[src/rtl/uart_pkg.sv]
// -----------------------------------------------------------------------------
// uart_pkg
// Shared definitions for the UART transmit slice.
//   tx_state_t : transmitter FSM state encoding (PARITY exists only when the
//                TX_PARITY_EN macro is defined)
//   clog2()    : ceiling log2 constant function used to size pointers, the
//                FIFO level and the data bit counter
// Configuration macro: TX_PARITY_EN
// -----------------------------------------------------------------------------
package uart_pkg;

  typedef enum logic [2:0] {
    IDLE   = 3'd0,
    START  = 3'd1,
    DATA   = 3'd2,
`ifdef TX_PARITY_EN
    PARITY = 3'd3,
`endif
    STOP   = 3'd4
  } tx_state_t;

  // Smallest n with 2**n >= value; clog2(1) = 0.
  function automatic int clog2(input int value);
    int result;
    result = 0;
    for (int v = value - 1; v > 0; v = v >> 1) begin
      result = result + 1;
    end
    return result;
  endfunction

endpackage

[src/rtl/sync_fifo.sv]
// -----------------------------------------------------------------------------
// sync_fifo
// Single-clock FIFO with registered full/empty flags and occupancy count.
// Parameters:
//   WIDTH : word width
//   DEPTH : word count, power of two (pointers wrap naturally modulo DEPTH)
// Ports:
//   clk   : clock, rising edge
//   rst   : synchronous active-high reset (clears pointers, level, flags)
//   push  : write din this cycle (ignored while full or in reset)
//   pop   : consume the head word this cycle (ignored while empty or in reset)
//   din   : write data
//   dout  : head word, valid whenever empty = 0
//   full  : registered, level == DEPTH
//   empty : registered, level == 0
//   level : registered occupancy, 0..DEPTH
// -----------------------------------------------------------------------------
module sync_fifo
  import uart_pkg::*;
#(
  parameter int WIDTH = 8,
  parameter int DEPTH = 16
) (
  input  logic                    clk,
  input  logic                    rst,
  input  logic                    push,
  input  logic                    pop,
  input  logic [WIDTH-1:0]        din,
  output logic [WIDTH-1:0]        dout,
  output logic                    full,
  output logic                    empty,
  output logic [clog2(DEPTH):0]   level
);

  localparam int AW = clog2(DEPTH);
  localparam logic [AW:0] FULL_LVL = (AW + 1)'(DEPTH);

  logic [WIDTH-1:0] mem [DEPTH];

  logic [AW-1:0] wr_ptr_reg, rd_ptr_reg;
  logic [AW:0]   level_reg, level_next;
  logic          full_reg, empty_reg;
  logic          push_ok, pop_ok;

  // A push against a full FIFO is dropped even if a pop frees a slot on the
  // same cycle, so acceptance depends only on the registered flag.
  assign push_ok = push && !full_reg && !rst;
  assign pop_ok  = pop && !empty_reg && !rst;

  always_comb begin
    level_next = level_reg;
    case ({push_ok, pop_ok})
      2'b10:   level_next = level_reg + 1'b1;
      2'b01:   level_next = level_reg - 1'b1;
      default: level_next = level_reg;
    endcase
  end

  always_ff @(posedge clk) begin
    if (rst) begin
      wr_ptr_reg <= '0;
      rd_ptr_reg <= '0;
      level_reg  <= '0;
      full_reg   <= 1'b0;
      empty_reg  <= 1'b1;
    end else begin
      if (push_ok) wr_ptr_reg <= wr_ptr_reg + 1'b1;
      if (pop_ok)  rd_ptr_reg <= rd_ptr_reg + 1'b1;
      level_reg <= level_next;
      full_reg  <= (level_next == FULL_LVL);
      empty_reg <= (level_next == '0);
    end
  end

  // Storage carries no reset; only the pointers define what is valid.
  always_ff @(posedge clk) begin
    if (push_ok) mem[wr_ptr_reg] <= din;
  end

  // Head word is read combinationally so the popping cycle can load it
  // straight into the transmitter's shift register.
  assign dout  = mem[rd_ptr_reg];
  assign full  = full_reg;
  assign empty = empty_reg;
  assign level = level_reg;

endmodule

[src/rtl/uart_tx_ctl.sv]
// -----------------------------------------------------------------------------
// uart_tx_ctl
// Buffered UART transmitter: words pushed into a FIFO are serialised as
// start bit, DATA_W data bits LSB first, optional parity bit, STOP_BITS stop
// bits. Bit timing comes from the external bclk tick; every FSM advance
// happens on a bclk cycle. Frames queue back-to-back with no idle gap.
// Configuration macro: TX_PARITY_EN (adds the PARITY state and parity bit).
// Parameters:
//   DATA_W     : data bits per frame, 5..8
//   FIFO_DEPTH : FIFO words, power of two, 2..256
//   STOP_BITS  : 1 or 2
//   PARITY_ODD : 1 = odd parity, 0 = even (only meaningful with TX_PARITY_EN)
// Ports:
//   clk      : clock, rising edge
//   rst      : synchronous active-high reset, aborts any frame in flight
//   bclk     : one-clk baud tick per bit period
//   din      : word to enqueue
//   din_vld  : push request
//   din_rdy  : FIFO not full (from the registered full flag)
//   tx       : serial line, idle high, registered
//   tx_busy  : a frame is on the line (FSM not IDLE)
//   fifo_lvl : FIFO occupancy
//   ovf      : one-cycle pulse on a push dropped because the FIFO was full
// -----------------------------------------------------------------------------
module uart_tx_ctl
  import uart_pkg::*;
#(
  parameter int DATA_W     = 8,
  parameter int FIFO_DEPTH = 16,
  parameter int STOP_BITS  = 1,
  parameter int PARITY_ODD = 0
) (
  input  logic                        clk,
  input  logic                        rst,
  input  logic                        bclk,
  input  logic [DATA_W-1:0]           din,
  input  logic                        din_vld,
  output logic                        din_rdy,
  output logic                        tx,
  output logic                        tx_busy,
  output logic [clog2(FIFO_DEPTH):0]  fifo_lvl,
  output logic                        ovf
);

  localparam int BIT_CW = clog2(DATA_W);
  localparam logic [BIT_CW-1:0] LAST_BIT  = BIT_CW'(DATA_W - 1);
  localparam logic              LAST_STOP = 1'(STOP_BITS - 1);

  // An out-of-range parameter set never accepts words, so a misconfigured
  // instance stays silent on the line instead of sending malformed frames.
  localparam bit CFG_OK = (DATA_W >= 5) && (DATA_W <= 8) &&
                          ((STOP_BITS == 1) || (STOP_BITS == 2)) &&
                          ((PARITY_ODD == 0) || (PARITY_ODD == 1)) &&
                          (FIFO_DEPTH >= 2) && (FIFO_DEPTH <= 256) &&
                          ((FIFO_DEPTH & (FIFO_DEPTH - 1)) == 0);

  tx_state_t         state_reg, state_next;
  logic [DATA_W-1:0] shift_reg, shift_next, shifted;
  logic [BIT_CW-1:0] bit_cnt_reg, bit_cnt_next;
  logic              stop_cnt_reg, stop_cnt_next;
  logic              tx_reg, tx_next;
  logic              pop;

  logic [DATA_W-1:0]          fifo_dout;
  logic                       fifo_full, fifo_empty;
  logic [clog2(FIFO_DEPTH):0] fifo_level;

`ifdef TX_PARITY_EN
  localparam logic PAR_INV = 1'(PARITY_ODD);
  logic parity_reg, parity_next;
`endif

  sync_fifo #(
    .WIDTH (DATA_W),
    .DEPTH (FIFO_DEPTH)
  ) u_fifo (
    .clk   (clk),
    .rst   (rst),
    .push  (din_vld && CFG_OK),
    .pop   (pop),
    .din   (din),
    .dout  (fifo_dout),
    .full  (fifo_full),
    .empty (fifo_empty),
    .level (fifo_level)
  );

  // Shift register moved one place toward the LSB, refilled with idle ones.
  for (genvar gi = 0; gi < DATA_W; gi++) begin : g_shift
    if (gi == DATA_W - 1) begin : g_top
      assign shifted[gi] = 1'b1;
    end else begin : g_mid
      assign shifted[gi] = shift_reg[gi+1];
    end
  end

  always_comb begin
    state_next    = state_reg;
    shift_next    = shift_reg;
    bit_cnt_next  = bit_cnt_reg;
    stop_cnt_next = stop_cnt_reg;
    pop           = 1'b0;
`ifdef TX_PARITY_EN
    parity_next   = parity_reg;
`endif

    if (bclk) begin
      case (state_reg)
        IDLE: begin
          if (!fifo_empty) begin
            pop        = 1'b1;
            shift_next = fifo_dout;
`ifdef TX_PARITY_EN
            parity_next = (^fifo_dout) ^ PAR_INV;
`endif
            state_next = START;
          end
        end

        START: begin
          state_next = DATA;
        end

        DATA: begin
          shift_next = shifted;
          if (bit_cnt_reg == LAST_BIT) begin
            bit_cnt_next  = '0;
            stop_cnt_next = 1'b0;
`ifdef TX_PARITY_EN
            state_next    = PARITY;
`else
            state_next    = STOP;
`endif
          end else begin
            bit_cnt_next = bit_cnt_reg + 1'b1;
          end
        end

`ifdef TX_PARITY_EN
        PARITY: begin
          stop_cnt_next = 1'b0;
          state_next    = STOP;
        end
`endif

        STOP: begin
          if (stop_cnt_reg == LAST_STOP) begin
            stop_cnt_next = 1'b0;
            // Chain straight into the next start bit when a word is waiting.
            if (!fifo_empty) begin
              pop        = 1'b1;
              shift_next = fifo_dout;
`ifdef TX_PARITY_EN
              parity_next = (^fifo_dout) ^ PAR_INV;
`endif
              state_next = START;
            end else begin
              state_next = IDLE;
            end
          end else begin
            stop_cnt_next = 1'b1;
          end
        end

        default: begin
          state_next = IDLE;
        end
      endcase
    end
  end

  // The line level is registered and derived from the state being entered,
  // so tx changes exactly one clk after the bclk that caused the advance.
  always_comb begin
    tx_next = 1'b1;
    case (state_next)
      START:   tx_next = 1'b0;
      DATA:    tx_next = shift_next[0];
`ifdef TX_PARITY_EN
      PARITY:  tx_next = parity_next;
`endif
      default: tx_next = 1'b1;
    endcase
  end

  always_ff @(posedge clk) begin
    if (rst) begin
      state_reg    <= IDLE;
      shift_reg    <= '0;
      bit_cnt_reg  <= '0;
      stop_cnt_reg <= 1'b0;
      tx_reg       <= 1'b1;
`ifdef TX_PARITY_EN
      parity_reg   <= 1'b0;
`endif
    end else begin
      state_reg    <= state_next;
      shift_reg    <= shift_next;
      bit_cnt_reg  <= bit_cnt_next;
      stop_cnt_reg <= stop_cnt_next;
      tx_reg       <= tx_next;
`ifdef TX_PARITY_EN
      parity_reg   <= parity_next;
`endif
    end
  end

  assign din_rdy  = !fifo_full && CFG_OK;
  assign ovf      = din_vld && fifo_full && !rst;
  assign tx       = tx_reg;
  assign tx_busy  = (state_reg != IDLE);
  assign fifo_lvl = fifo_level;

endmodule

[config.mk]
export PLATFORM = sky130hd
export DESIGN_NAME = uart_tx_ctl
export DESIGN_NICKNAME = d
export VERILOG_FILES = /design/src/rtl/uart_pkg.sv /design/src/rtl/sync_fifo.sv /design/src/rtl/uart_tx_ctl.sv
export SDC_FILE = /design/constraint.sdc
export NUM_CORES = 1
export LEC_CHECK = 0
export CAP_MARGIN = 25
export CORE_MARGIN = 3
export CORE_UTILIZATION = 60
export CTS_BUF_LIST = sky130_fd_sc_hd__clkbuf_4 sky130_fd_sc_hd__clkbuf_8 sky130_fd_sc_hd__clkbuf_16
export DETAILED_ROUTE_END_ITERATION = 12
export GPL_ROUTABILITY_DRIVEN = 0
export PLACE_DENSITY = 0.87
export SLEW_MARGIN = 25
export SYNTH_ARGS = -nofsm -noshare
export SYNTH_HDL_FRONTEND = slang
export SYNTH_SLANG_ARGS = --single-unit
[constraint.sdc]
create_clock -name clk -period 3.5 [get_ports clk]
set_input_delay 0.35 -clock clk [delete_from_list [all_inputs] [get_ports clk]]
set_output_delay 0.35 -clock clk [all_outputs]
set_load 0.05 [all_outputs]
# [Yosys cells after proc, flatten, opt, wreduce, memory -nomap -nowiden]
# Memories as Yosys holds them, arrays and structs flattened. A register that Yosys moved wholly into a read port is not among the register bits.
# Cells that the tools add are included.
[word_totals] register_bits=31 latchBits=0 ram_bits=128 rom_bits=0 inputBits=12 out_inout_bits=9 word_cells=69 mem_count=1
[memory_table] name="u_fifo.mem" depth=16 width=8 read_ports=1 rd_clocked_by_memory_dff=1 wr=1 line_no="sync_fifo.sv:38" text="logic [WIDTH-1:0] mem [DEPTH];"
[classes] add_sub_neg=5 multipliers=0 div_mod_pow=0 order_cmp=0 eq_ne=11 n_shift=0 mux=24 bitwise_logic=0 reduce_logical=17
[op_table] cell="one-hot mux 8 bit (3 select lines)" n=1
[op_table] cell="2-to-1 mux 8 bit" n=2
[op_table] cell="2-to-1 mux 3 bit" n=5
[op_table] cell="one-hot mux 3 bit (4 select lines)" n=1
[op_table] cell="one-hot mux 5 bit (2 select lines)" n=1
[op_table] cell="2-to-1 mux 1 bit" n=9
[op_table] cell="adder 4 x 1 -> 4 bit (second input constant)" n=2
[op_table] cell="2-to-1 mux 4 bit" n=2
[op_table] cell="== test 3 x 1 -> 1 bit (second input constant)" n=2
[op_table] cell="== test 3 x 2 -> 1 bit (second input constant)" n=2
[op_table] cell="== test 3 bit (second input constant)" n=2
[op_table] cell="logical AND 1 bit" n=6
[op_table] cell="one-hot mux 1 bit (2 select lines)" n=3
[op_table] cell="AND reduction 3 bit" n=2
[op_table] cell="nonzero test 3 bit" n=2
[op_table] cell="adder 5 x 1 -> 5 bit (second input constant)" n=1
[op_table] cell="== test 5 bit (second input constant)" n=1
[op_table] cell="logical NOT 5 bit" n=1
[op_table] cell="subtractor 5 x 1 -> 5 bit (second input constant)" n=1
[op_table] cell="inequality test 2 bit (second input constant)" n=2
[op_table] cell="adder 3 x 1 -> 3 bit (second input constant)" n=1
[op_table] cell="logical NOT 1 bit" n=3
[op_table] cell="logical NOT 3 bit" n=1
[op_table] cell="== test 2 x 1 -> 1 bit (second input constant)" n=1
[op_table] cell="other kinds (3)" n=3

# [Depth between registers and ports, before layout]
# Gate-level depths: netlist of run 1.
[logic_depth] depth_word=9 mapped_depth=13 mapped_depth_nobuf=11

# [Hierarchy]
# From an unflattened synthesis of run 1, not the netlist that was laid out.
[hier_totals] hier_cells=402 hier_area_um2=6780.3
[by_module_without_submodules] module="sync_fifo" instances=1 cells_each=310 area_per_inst_um2=5982.0 seq_area_each_um2=4224.1
[by_module_without_submodules] module="uart_tx_ctl" instances=1 cells_each=92 area_per_inst_um2=798.3 seq_area_each_um2=300.3

# [Worst setup path before layout of run 1]
# Ideal clock, no wire load.
[synth_timing] path_kind="input port to flip-flop" from="input port rst" to="register u_fifo.full_reg, in the netlist u_fifo.full" setup_time_ns=0.065 arrival_time_ns=2.764 required_time_ns=3.435 path_slack_ns=0.671 path_stages=13 n_path_buf=4 cell_sequence="clkbuf_1 -> clkbuf_1 -> buf_1 -> nor2_1 -> ha_1 -> buf_2 -> xor2_1 -> ha_1 -> a21oi_1 -> mux2i_1 -> xnor2_1 -> a211oi_1 -> nor2b_1"
[synth_between] elab_chain_cells=5 word_cells_on_any_way=7 classes_between="eq/ne (3); mux (1); reduce/logical (3)"
[synth_rtl] item="start, declared" line_no="uart_tx_ctl.sv:34" text="input logic rst,"
[synth_rtl] item="logical NOT 1 bit" line_no="sync_fifo.sv:47, sync_fifo.sv:48"
[synth_rtl] item="logical AND 1 bit (on tied branches)" line_no="sync_fifo.sv:48, sync_fifo.sv:47"
[synth_rtl] item="== test 2 x 1 -> 1 bit / == test 2 bit (equally long branches)" line_no="sync_fifo.sv:52" text="case ({push_ok, pop_ok})"
[synth_rtl] item="one-hot mux 5 bit (2 select lines)" line_no="sync_fifo.sv:52"
[synth_rtl] item="== test 5 bit" line_no="sync_fifo.sv:70" text="full_reg <= (level_next == FULL_LVL);"
[synth_rtl] item="end signal, assigned" line_no="sync_fifo.sv:70"
[synth_rtl] item="end, declared" line_no="sync_fifo.sv:42" text="logic full_reg, empty_reg;"
# Several ways; a longest one is shown, not always the timed one.
# A chain may end at the register's enable or synchronous reset.

# [Worst setup path in the final report of run 1]
[layout_timing] from="register state_reg[0]" to="register u_fifo.full_reg, in the netlist u_fifo.full"
[layout_between] elab_chain_cells=8 word_cells_on_any_way=10 classes_between="eq/ne (4); mux (3); reduce/logical (3)"
[layout_rtl] item="start, declared" line_no="uart_tx_ctl.sv:57" text="tx_state_t state_reg, state_next;"
[layout_rtl] item="start signal, assigned" line_no="uart_tx_ctl.sv:197" text="state_reg <= state_next;"
[layout_rtl] item="== test 3 bit / logical NOT 3 bit (equally long branches)" line_no="uart_tx_ctl.sv:108" text="case (state_reg)"
[layout_rtl] item="one-hot mux 1 bit (2 select lines) (*)" line_no="uart_tx_ctl.sv:108"
[layout_rtl] item="2-to-1 mux 1 bit (*)" line_no="uart_tx_ctl.sv:107" text="if (bclk) begin"
[layout_rtl] item="logical AND 1 bit (*) (2 in series)" line_no="sync_fifo.sv:48" text="assign pop_ok = pop && !empty_reg && !rst;"
[layout_rtl] item="== test 2 x 1 -> 1 bit / == test 2 bit (equally long branches)" line_no="sync_fifo.sv:52"
[layout_rtl] item="one-hot mux 5 bit (2 select lines) (*)" line_no="sync_fifo.sv:52"
[layout_rtl] item="== test 5 bit (*)" line_no="sync_fifo.sv:70"
# Every way passes the cells marked *; elsewhere a longest branch is shown, timed or not.

==> impl_metrics.env, run 1 <==
export IMPL_setup_viol=0
export IMPL_track_usage=0.223
export IMPL_die_h_um=112
export IMPL_startpoint_type="register"
export IMPL_drv_slew=0
export IMPL_postCtsSetupRepairBufs=0
export IMPL_place_inst=583
export IMPL_synth_cell_area_um2=6740
export IMPL_cts_clk_slew_worst_paths_ns=0.06
export IMPL_area_delta_synth_final_pct=12.5
export IMPL_worstPathMaxFanout=10
export IMPL_min_period_over_period=0.854
export IMPL_synthesis_nets=462
export IMPL_start_util=0.619
export IMPL_status="complete, no violations"
export IMPL_async_reset_ff_frac=0
export IMPL_synth_avg_cell_area_um2=15.3
export IMPL_finalNonFillerCells=614
export IMPL_postRouteAntennaNets=0
export IMPL_cp_endpoint="u_fifo.full"
export IMPL_synth_seq_area_share=0.671
export IMPL_grt_pass1_vias=3894
export IMPL_worstPathArrival_ns=3.44
export IMPL_p_per_area_nw_per_um2=551
export IMPL_pwr_share_clk=0.395
export IMPL_clk_latency_ns=0.52
export IMPL_grt_max_degree=34
export IMPL_cts_max_level=4
export IMPL_grt_overflow_total=0
export IMPL_diodes=0
export IMPL_ctsResizeCount=0
export IMPL_cts_made_buffers=17
export IMPL_worstMarginPinSlew_ns=0.917
export IMPL_layout_drive_gt1_share=0.143
export IMPL_p_leak_nw=2.46
export IMPL_pwr_share_seq=0.518
export IMPL_crit_required_ns=3.95
export IMPL_drc=0
export IMPL_die_area_um2=12500
export IMPL_finalHoldViolCount=0
export IMPL_p_sw_frac=0.232
export IMPL_cts_tree="done"
export IMPL_endpoint_kind="register"
export IMPL_hold_class="register to register"
export IMPL_coreArea_um2=10900
export IMPL_power_frac_comb=0.086
export IMPL_finalCriticalPeriod_ns=2.99
export IMPL_grt_pass1_wl_mm=21.2
export IMPL_drt_pass1_iter_count=5
export IMPL_cts_path_max_buffers=2
export IMPL_hold_depth=2
export IMPL_slew_headroom=0.386
export IMPL_num_io_pins=21
export IMPL_ys_ff_latch=162
export IMPL_worst_setup_path_type="register to register"
export IMPL_wl_mm=13.1
export IMPL_die_x_um=112
export IMPL_synthFlopType="edfxtp_1"
export IMPL_portBuffers=20
export IMPL_syn_inst=440
export IMPL_ir_drop_mv=0.460
export IMPL_timing_rr_start="state_reg[0]"
export IMPL_r2r_cells=11
export IMPL_wl_per_cell_um=21.4
export IMPL_timing_rr_end="u_fifo.full"
export IMPL_clock_sinks=162
export IMPL_vias=3823
export IMPL_synth_cell_types=47
export IMPL_rows=38
export IMPL_internal_power_mw=3.21
export IMPL_finalNetCount=484
export IMPL_dpl_hpwl_mm=8.40
export IMPL_antenna_found_initial=0
export IMPL_synth_edf_count=128
export IMPL_postCtsHoldBufs=0
export IMPL_synth_area_leaders="edfxtp_1 57%, dfxtp_1 10%, mux2i_1 4.8%, mux4_2 4.7%, mux4_1 2.3%"
export IMPL_synth_top_area_share=0.570
export IMPL_fmax_ghz=0.335
export IMPL_startpoint="state_reg[0]"
export IMPL_cap_viol_max_count=0
export IMPL_tns_ns=0
export IMPL_netSwitchingPower_mw=0.968
export IMPL_rsz0062_at_grt="no"
export IMPL_largest_reg_flops=128
export IMPL_skew_ns=0.00659
export IMPL_ys_warn_count=0
export IMPL_viasPerCell=6.23
export IMPL_reg2reg_slack_ns=0.51
export IMPL_drtIter0Drc=326
export IMPL_yosys_area_top_type="edfxtp_1"
export IMPL_cts_root_buf="clkbuf_8"
-- metal layers --
metal | GRT usage | wire, µm
met5 | 0 | 0
met4 | 0.0841 | 357
met3 | 0.0527 | 670
met2 | 0.375 | 6800
met1 | 0.284 | 5320
-- cell type report --
cell class / count / area (µm²)
sequential: 162 / 4530
fill: 649 / 3310
multi-input combinational: 243 / 2040
clock buffer: 17 / 414
timing repair buffer: 31 / 283
tap: 140 / 175
clock inverter: 14 / 118
inverter: 7 / 26.3
-- cell usage in the layout (no fill, tap or decap), types with 3 or more instances in the layout --
cell type,instances
buf_4,11
dfxtp_1,33
mux4_2,14
and2_1,3
xor2_1,7
clkinvlp_4,4
nand4_1,3
ha_1,10
nand3_1,9
nand2b_1,4
clkdlybuf4s50_1,20
clkbuf_16,16
inv_1,7
o21bai_1,7
nor3b_1,3
nor2b_1,12
a41oi_1,7
nand3b_1,3
o22ai_1,6
mux2_2,9
nand2_1,16
mux2i_1,32
a21oi_1,9
clkinv_4,3
mux4_1,6
nor3_1,7
xnor2_1,3
o21ai_0,4
edfxtp_1,128
nor2_1,41
a22oi_1,12
-- how the worst min path moves through the flow --
stage,from,end,slack (ns)
2_1_floorplan,din[0],u_fifo.mem[0][0],0.45
3_3_place_gp,bit_cnt_reg[1],bit_cnt_reg[1],0.48
3_5_place_dp,u_fifo.rd_ptr_reg[1],register,0.48
4_1_cts,u_fifo.rd_ptr_reg[1],register,0.50
5_1_grt,u_fifo.rd_ptr_reg[1],register,0.53
6_report,u_fifo.rd_ptr_reg[1],register,0.51
-- through the flow --
step                instance area [µm²]   util  power (mW)  setup WS (ns)  hold WS, ns
floorplan                          6740      -        2.46          0.671        0.449
global placement                   7050  0.647        2.55          0.392        0.480
detailed placement                 7050  0.647        2.56          0.250        0.483
CTS                                7580  0.696        4.20          0.512        0.498
global route                       7580  0.696        4.33          0.174        0.529
finish                             7580  0.696        4.18          0.512        0.506
-- worst max-delay path, stage by stage, from the launching register on --
cell and delay [ns]:
dfxtp_1 0.37, nand2b_1 0.23, or3_4 0.39, nor2_1 0.16, ha_1 0.38, xor2_1 0.12, ha_1 0.24, a21oi_1 0.18
mux2i_1 0.24, xnor2_1 0.10, a211oi_1 0.33, nor2b_1 0.18
-- power groups by stage --
stage	Sequential [mW]	Combinational (mW)	Clock (mW)
floorplan	2.20	0.262	0
global route	2.17	0.393	1.76
global placement	2.20	0.343	0
detailed placement	2.21	0.356	0
CTS	2.17	0.361	1.68
finish	2.17	0.361	1.65
-- logic make-up after synthesis --
kind of cell               after synthesis  share of synthesized area
AOI/OAI and AO/OA                       54                     0.0579
xor gates and xnor gates                10                     0.0130
adders and majority gates               10                     0.0186
buffers and inverters                   35                     0.0264
DFF                                    162                      0.671
muxes                                   62                      0.135
and+or+nand+nor                        107                     0.0780
-- synthesized netlist by cell type (4+ instances only) --
library cell,instances
a22oi_1,12
nand3_1,9
mux4_2,14
buf_2,4
mux2i_1,32
edfxtp_1,128
xor2_1,7
dfxtp_1,34
o21bai_1,7
nor3_1,7
o22ai_1,6
nor2_1,41
o21ai_0,4
nor2b_1,12
buf_4,4
clkbuf_1,14
nand2_1,16
a21oi_1,9
mux4_1,6
ha_1,10
mux2_2,9
inv_1,7
nand2b_1,4
a41oi_1,7
No activity file was read; power rests on OpenSTA's default activity.
==> run 2: changes to the inputs <==
--- a/config.mk
+++ b/config.mk
@@ -12,7 +12,9 @@
 export DETAILED_ROUTE_END_ITERATION = 12
 export GPL_ROUTABILITY_DRIVEN = 0
 export PLACE_DENSITY = 0.87
+export SETUP_SLACK_MARGIN = 0.3
 export SLEW_MARGIN = 25
 export SYNTH_ARGS = -nofsm -noshare
 export SYNTH_HDL_FRONTEND = slang
 export SYNTH_SLANG_ARGS = --single-unit
+export TNS_END_PERCENT = 30
==> run 2 against run 1 <==
Against the previous run: critical path type unchanged; design area hardly changed; register-to-register slack better by 0.12 ns; clock skew is 0.0015 ns higher; wire length is 1.0% higher; maximum frequency is 4.2% higher; worst setup slack better by 0.12 ns; total power is 0.20% higher; sequential power hardly changed.
==> impl_metrics.env, run 2 (synthesized netlist as in run 1, its figures left out) <==
export IMPL_rsz0062_at_grt="no"
export IMPL_start_util=0.619
export IMPL_hold_class="register to register"
export IMPL_cap_viol_max_count=0
export IMPL_num_io_pins=21
export IMPL_layout_common_cells="128 x edfxtp_1, 41 x nor2_1, 33 x dfxtp_1"
export IMPL_antenna_found_initial=0
export IMPL_fmax_ghz=0.349
export IMPL_path_cells="nand2b_1, or3_4, nor2_1, ha_2, xor2_1, ha_1, a21oi_1, mux2i_1, xnor2_1, a211oi_2, nor2b_1"
export IMPL_clk_latency_ns=0.53
export IMPL_grt_overflow_total=0
export IMPL_skew_ns=0.00813
export IMPL_tns_ns=0
export IMPL_cts_path_max_buffers=2
export IMPL_die_x_um=112
export IMPL_coreArea_um2=10900
export IMPL_worst_setup_path_type="register to register"
export IMPL_slowest_delay_ns=0.39
export IMPL_postRouteAntennaNets=0
export IMPL_die_h_um=112
export IMPL_p_leak_nw=2.46
export IMPL_diodes=0
export IMPL_ir_drop_mv=0.463
export IMPL_track_usage=0.223
export IMPL_cts_made_buffers=17
export IMPL_grt_pass1_vias=3894
export IMPL_final_common_cell="edfxtp_1"
export IMPL_whs_ns=0.509
export IMPL_finalCriticalPeriod_ns=2.87
export IMPL_drv_slew=0
export IMPL_endpoint_kind="register"
export IMPL_drc=0
export IMPL_area_delta_synth_final_pct=12.6
export IMPL_finalNetCount=484
export IMPL_grt_pass1_wl_mm=21.2
export IMPL_vias=3789
export IMPL_timing_rr_start="state_reg[0]"
export IMPL_die_area_um2=12500
export IMPL_crit_path_top_delay_cell="or3_4"
export IMPL_finalHoldViolCount=0
export IMPL_worstPathMaxFanout=10
export IMPL_worstPathArrival_ns=3.33
export IMPL_startpoint_type="register"
export IMPL_rows=38
export IMPL_worstMarginPinSlew_ns=0.921
export IMPL_cts_max_level=4
export IMPL_wl_per_cell_um=21.6
export IMPL_startpoint="state_reg[0]"
export IMPL_viasPerCell=6.17
export IMPL_cts_root_buf="clkbuf_8"
export IMPL_cts_tree="done"
export IMPL_status="complete, no violations"
export IMPL_portBuffers=20
export IMPL_wl_mm=13.3
export IMPL_worstHoldStart="u_fifo.rd_ptr_reg[1]"
export IMPL_clock_sinks=162
export IMPL_setup_viol=0
export IMPL_layout_drive_gt1_share=0.148
export IMPL_crit_required_ns=3.96
export IMPL_cp_top_family="simple AND/OR/NAND/NOR gates"
export IMPL_slew_headroom=0.383
export IMPL_path_buf_inv=0
export IMPL_drtIter0Drc=304
export IMPL_min_period_over_period=0.820
export IMPL_drt_pass1_iter_count=5
export IMPL_grt_max_degree=34
export IMPL_total_power_mw=4.19
export IMPL_cts_clk_slew_worst_paths_ns=0.06
export IMPL_largest_reg_flops=128
export IMPL_p_per_area_nw_per_um2=552
export IMPL_dpl_hpwl_mm=8.40
export IMPL_reg2reg_slack_ns=0.63
-- run 2: timing repair --
action,4_1_cts,5_1_grt
endpoints found under the setup margin,0,2
setup buffers,0,0
hold buffers,0,0
resized for setup,0,2
-- run 2: power breakdown --
part	leakage, nW	internal [mW]	total (mW)	switching (mW)
sequential	1.43	2.12	2.17	0.0505
clock	0.247	0.933	1.66	0.724
combinational	0.785	0.165	0.365	0.200
total	2.46	3.21	4.19	0.975
-- run 2: final timing paths --
path / to / cells after the start
hold / removal: register / 2
setup / recovery: u_fifo.full / 11
setup reg to reg: u_fifo.full / 11
hold reg to reg: register / 2
-- run 2: layout make-up --
cell class	count	area (µm²)
Inverter	7	26.3
Fill cell	647	3300
Tap cell	140	175
Sequential cell	162	4530
Clock buffer	17	414
Timing Repair Buffer	31	283
Clock inverter	14	118
Multi-Input combinational cell	243	2050
-- run 2: worst register-to-register path: stages (launching register included) --
cell,delay (ns)
dfxtp_1,0.37
nand2b_1,0.23
or3_4,0.39
nor2_1,0.16
ha_2,0.31
xor2_1,0.10
ha_1,0.26
a21oi_1,0.19
mux2i_1,0.24
xnor2_1,0.12
a211oi_2,0.27
nor2b_1,0.16
-- run 2: layer usage --
metal  global-route usage  part of all wire  wire length [µm]  vias up
met5                    0                 0                 0        -
met4               0.0841             0.025               336        0
met3               0.0527             0.047               630       31
met2                0.375              0.52              6930      135
met1                0.284              0.40              5380     1894
li1                     -                 -                 -     1729
-- run 2: metrics by stage --
step / std cells / setup slack (ns) / area [µm²] / util
2_1_floorplan: 440 / 0.671 / 6740 / -
5_1_grt: 614 / 0.342 / 7590 / 0.697
4_1_cts: 614 / 0.512 / 7580 / 0.696
3_5_place_dp: 583 / 0.250 / 7050 / 0.647
6_report: 614 / 0.632 / 7590 / 0.697
3_3_place_gp: 583 / 0.392 / 7050 / 0.647
==> run 3: changes to the inputs <==
--- a/config.mk
+++ b/config.mk
@@ -7,11 +7,11 @@
 export LEC_CHECK = 0
 export CAP_MARGIN = 25
 export CORE_MARGIN = 3
-export CORE_UTILIZATION = 60
+export CORE_UTILIZATION = 55
 export CTS_BUF_LIST = sky130_fd_sc_hd__clkbuf_4 sky130_fd_sc_hd__clkbuf_8 sky130_fd_sc_hd__clkbuf_16
 export DETAILED_ROUTE_END_ITERATION = 12
 export GPL_ROUTABILITY_DRIVEN = 0
-export PLACE_DENSITY = 0.87
+export PLACE_DENSITY = 0.84
 export SETUP_SLACK_MARGIN = 0.3
 export SLEW_MARGIN = 25
 export SYNTH_ARGS = -nofsm -noshare
==> constraint.sdc (replaced) <==
create_clock -name clk -period 2.4 [get_ports clk]
set_input_delay 0.24 -clock clk [delete_from_list [all_inputs] [get_ports clk]]
set_output_delay 0.24 -clock clk [all_outputs]
set_load 0.05 [all_outputs]
==> run 3 against run 2 <==
Against the previous run: flip-flop and latch count unchanged; global-route usage shrank 1.5 points; register-to-register slack worse by 0.56 ns; sequential power rose by 45%; critical path type unchanged.
==> impl_metrics.env, run 3 (synthesized netlist as in run 1, its figures left out) <==
export IMPL_diodes=0
export IMPL_vias=3864
export IMPL_slew_headroom=0.553
export IMPL_grt_pass1_wl_mm=20.7
export IMPL_ir_drop_mv=0.700
export IMPL_startpoint_type="register"
export IMPL_coreArea_um2=11700
export IMPL_p_leak_nw=2.70
export IMPL_reg2reg_slack_ns=0.08
export IMPL_portBuffers=20
export IMPL_cts_clk_slew_worst_paths_ns=0.06
export IMPL_status="complete, no violations"
export IMPL_drv_slew=0
export IMPL_finalHoldViolCount=0
export IMPL_antenna_found_initial=0
export IMPL_wl_mm=12.9
export IMPL_netSwitchingPower_mw=1.47
export IMPL_area_delta_synth_final_pct=17.6
export IMPL_fin_util=0.677
export IMPL_internal_power_mw=4.82
export IMPL_worstPathArrival_ns=2.69
export IMPL_total_power_mw=6.30
export IMPL_cts_tree="done"
export IMPL_start_util=0.576
export IMPL_pwr_share_clk=0.404
export IMPL_power_frac_comb=0.097
export IMPL_die_area_um2=13600
export IMPL_cts_max_level=4
export IMPL_fmax_ghz=0.430
export IMPL_drc=0
export IMPL_layout_common_cells="128 x edfxtp_1, 40 x nor2_1, 39 x buf_4"
export IMPL_drt_pass1_iter_count=5
export IMPL_dpl_hpwl_mm=8.40
export IMPL_seqCellArea_um2=4530
export IMPL_finalNonFillerCells=646
export IMPL_die_x_um=117
export IMPL_track_usage=0.208
export IMPL_layout_drive_gt1_share=0.223
export IMPL_pwr_share_seq=0.498
export IMPL_clk_latency_ns=0.42
export IMPL_setup_viol=0
export IMPL_worst_setup_path_type="register to register"
export IMPL_drtIter0Drc=294
export IMPL_num_io_pins=21
export IMPL_grt_max_degree=29
export IMPL_endpoint_kind="register"
export IMPL_crit_required_ns=2.76
export IMPL_multiInputGateArea_um2=2100
export IMPL_clock_sinks=162
export IMPL_die_h_um=117
export IMPL_min_period_over_period=0.968
export IMPL_final_common_cell="edfxtp_1"
export IMPL_postRouteAntennaNets=0
export IMPL_cts_made_buffers=17
export IMPL_cap_viol_max_count=0
export IMPL_finalNetCount=513
export IMPL_fillers=751
export IMPL_cts_root_buf="clkbuf_16"
export IMPL_rsz0062_at_grt="yes"
export IMPL_grt_pass1_vias=3978
export IMPL_rows=39
export IMPL_finalCriticalPeriod_ns=2.32
export IMPL_p_sw_frac=0.234
export IMPL_place_inst=612
export IMPL_whs_ns=0.496
export IMPL_p_per_area_nw_per_um2=794
export IMPL_viasPerCell=5.98
export IMPL_worstMarginPinSlew_ns=0.670
export IMPL_largest_reg_flops=128
export IMPL_grt_overflow_total=0
export IMPL_worstPathMaxFanout=6
export IMPL_wl_per_cell_um=20.0
export IMPL_hold_class="register to register"
export IMPL_skew_ns=0.00638
export IMPL_cts_path_max_buffers=2
run 3: timing repair:
| action | CTS | global route |
|---|---|---|
| hold buffers | 0 | 0 |
| setup buffers | 1 | 2 |
| endpoints found under the setup margin | 7 | 9 |
| resized for setup | 3 | 9 |
| pin swaps | 2 | 1 |
run 3: power groups by stage:
stage	clock network (mW)	registers [mW]	logic (mW)
after floorplan	0	3.20	0.393
after global placement	0	3.19	0.574
after detailed placement	0	3.19	0.597
after CTS	2.59	3.14	0.607
after global routing	2.71	3.14	0.667
final	2.55	3.14	0.611
run 3: final timing paths:
check,startpoint,to,cells after the start
setup / recovery,state_reg[0],u_fifo.full,11
setup reg to reg,state_reg[0],u_fifo.full,11
hold reg to reg,shift_reg[7],shift_reg[7],2
hold / removal,shift_reg[7],shift_reg[7],2
run 3: cell type report:
class	instances	area share
sequential	162	0.571
multi-input combinational	243	0.265
timing repair buffer	60	0.0669
clock buffer	18	0.0546
tap	143	0.0226
clock inverter	13	0.0163
inverter	7	0.00331
run 3: metrics by stage:
step	setup WS, ns	TNS, ns	cell area [µm²]
6_report	0.0766	0	7930
5_1_grt	-0.0186	-0.0237	7930
4_1_cts	0.100	0	7880
3_5_place_dp	-0.433	-1.81	7300
3_3_place_gp	-0.327	-1.41	7300
2_1_floorplan	0.0626	0	6780
run 3: worst max-delay path, stage by stage, from the launching register on:
cell	delay [ns]
dfxtp_2	0.32
nand2b_4	0.13
or3_4	0.34
nor2_4	0.12
ha_4	0.18
xor2_1	0.08
ha_2	0.23
a21oi_2	0.13
mux2i_1	0.23
xnor2_1	0.12
a211oi_2	0.23
nor2b_1	0.16
run 3: metal layers:
layer  vias up  track usage  routed length (µm)  part of all wire
li1       1790            -                   -                 -
met1      1948        0.271                5380              0.42
met2       103        0.342                6660              0.51
met3        23       0.0503                 648             0.050
met4         0       0.0757                 248             0.019
met5         -            0                   0                 0
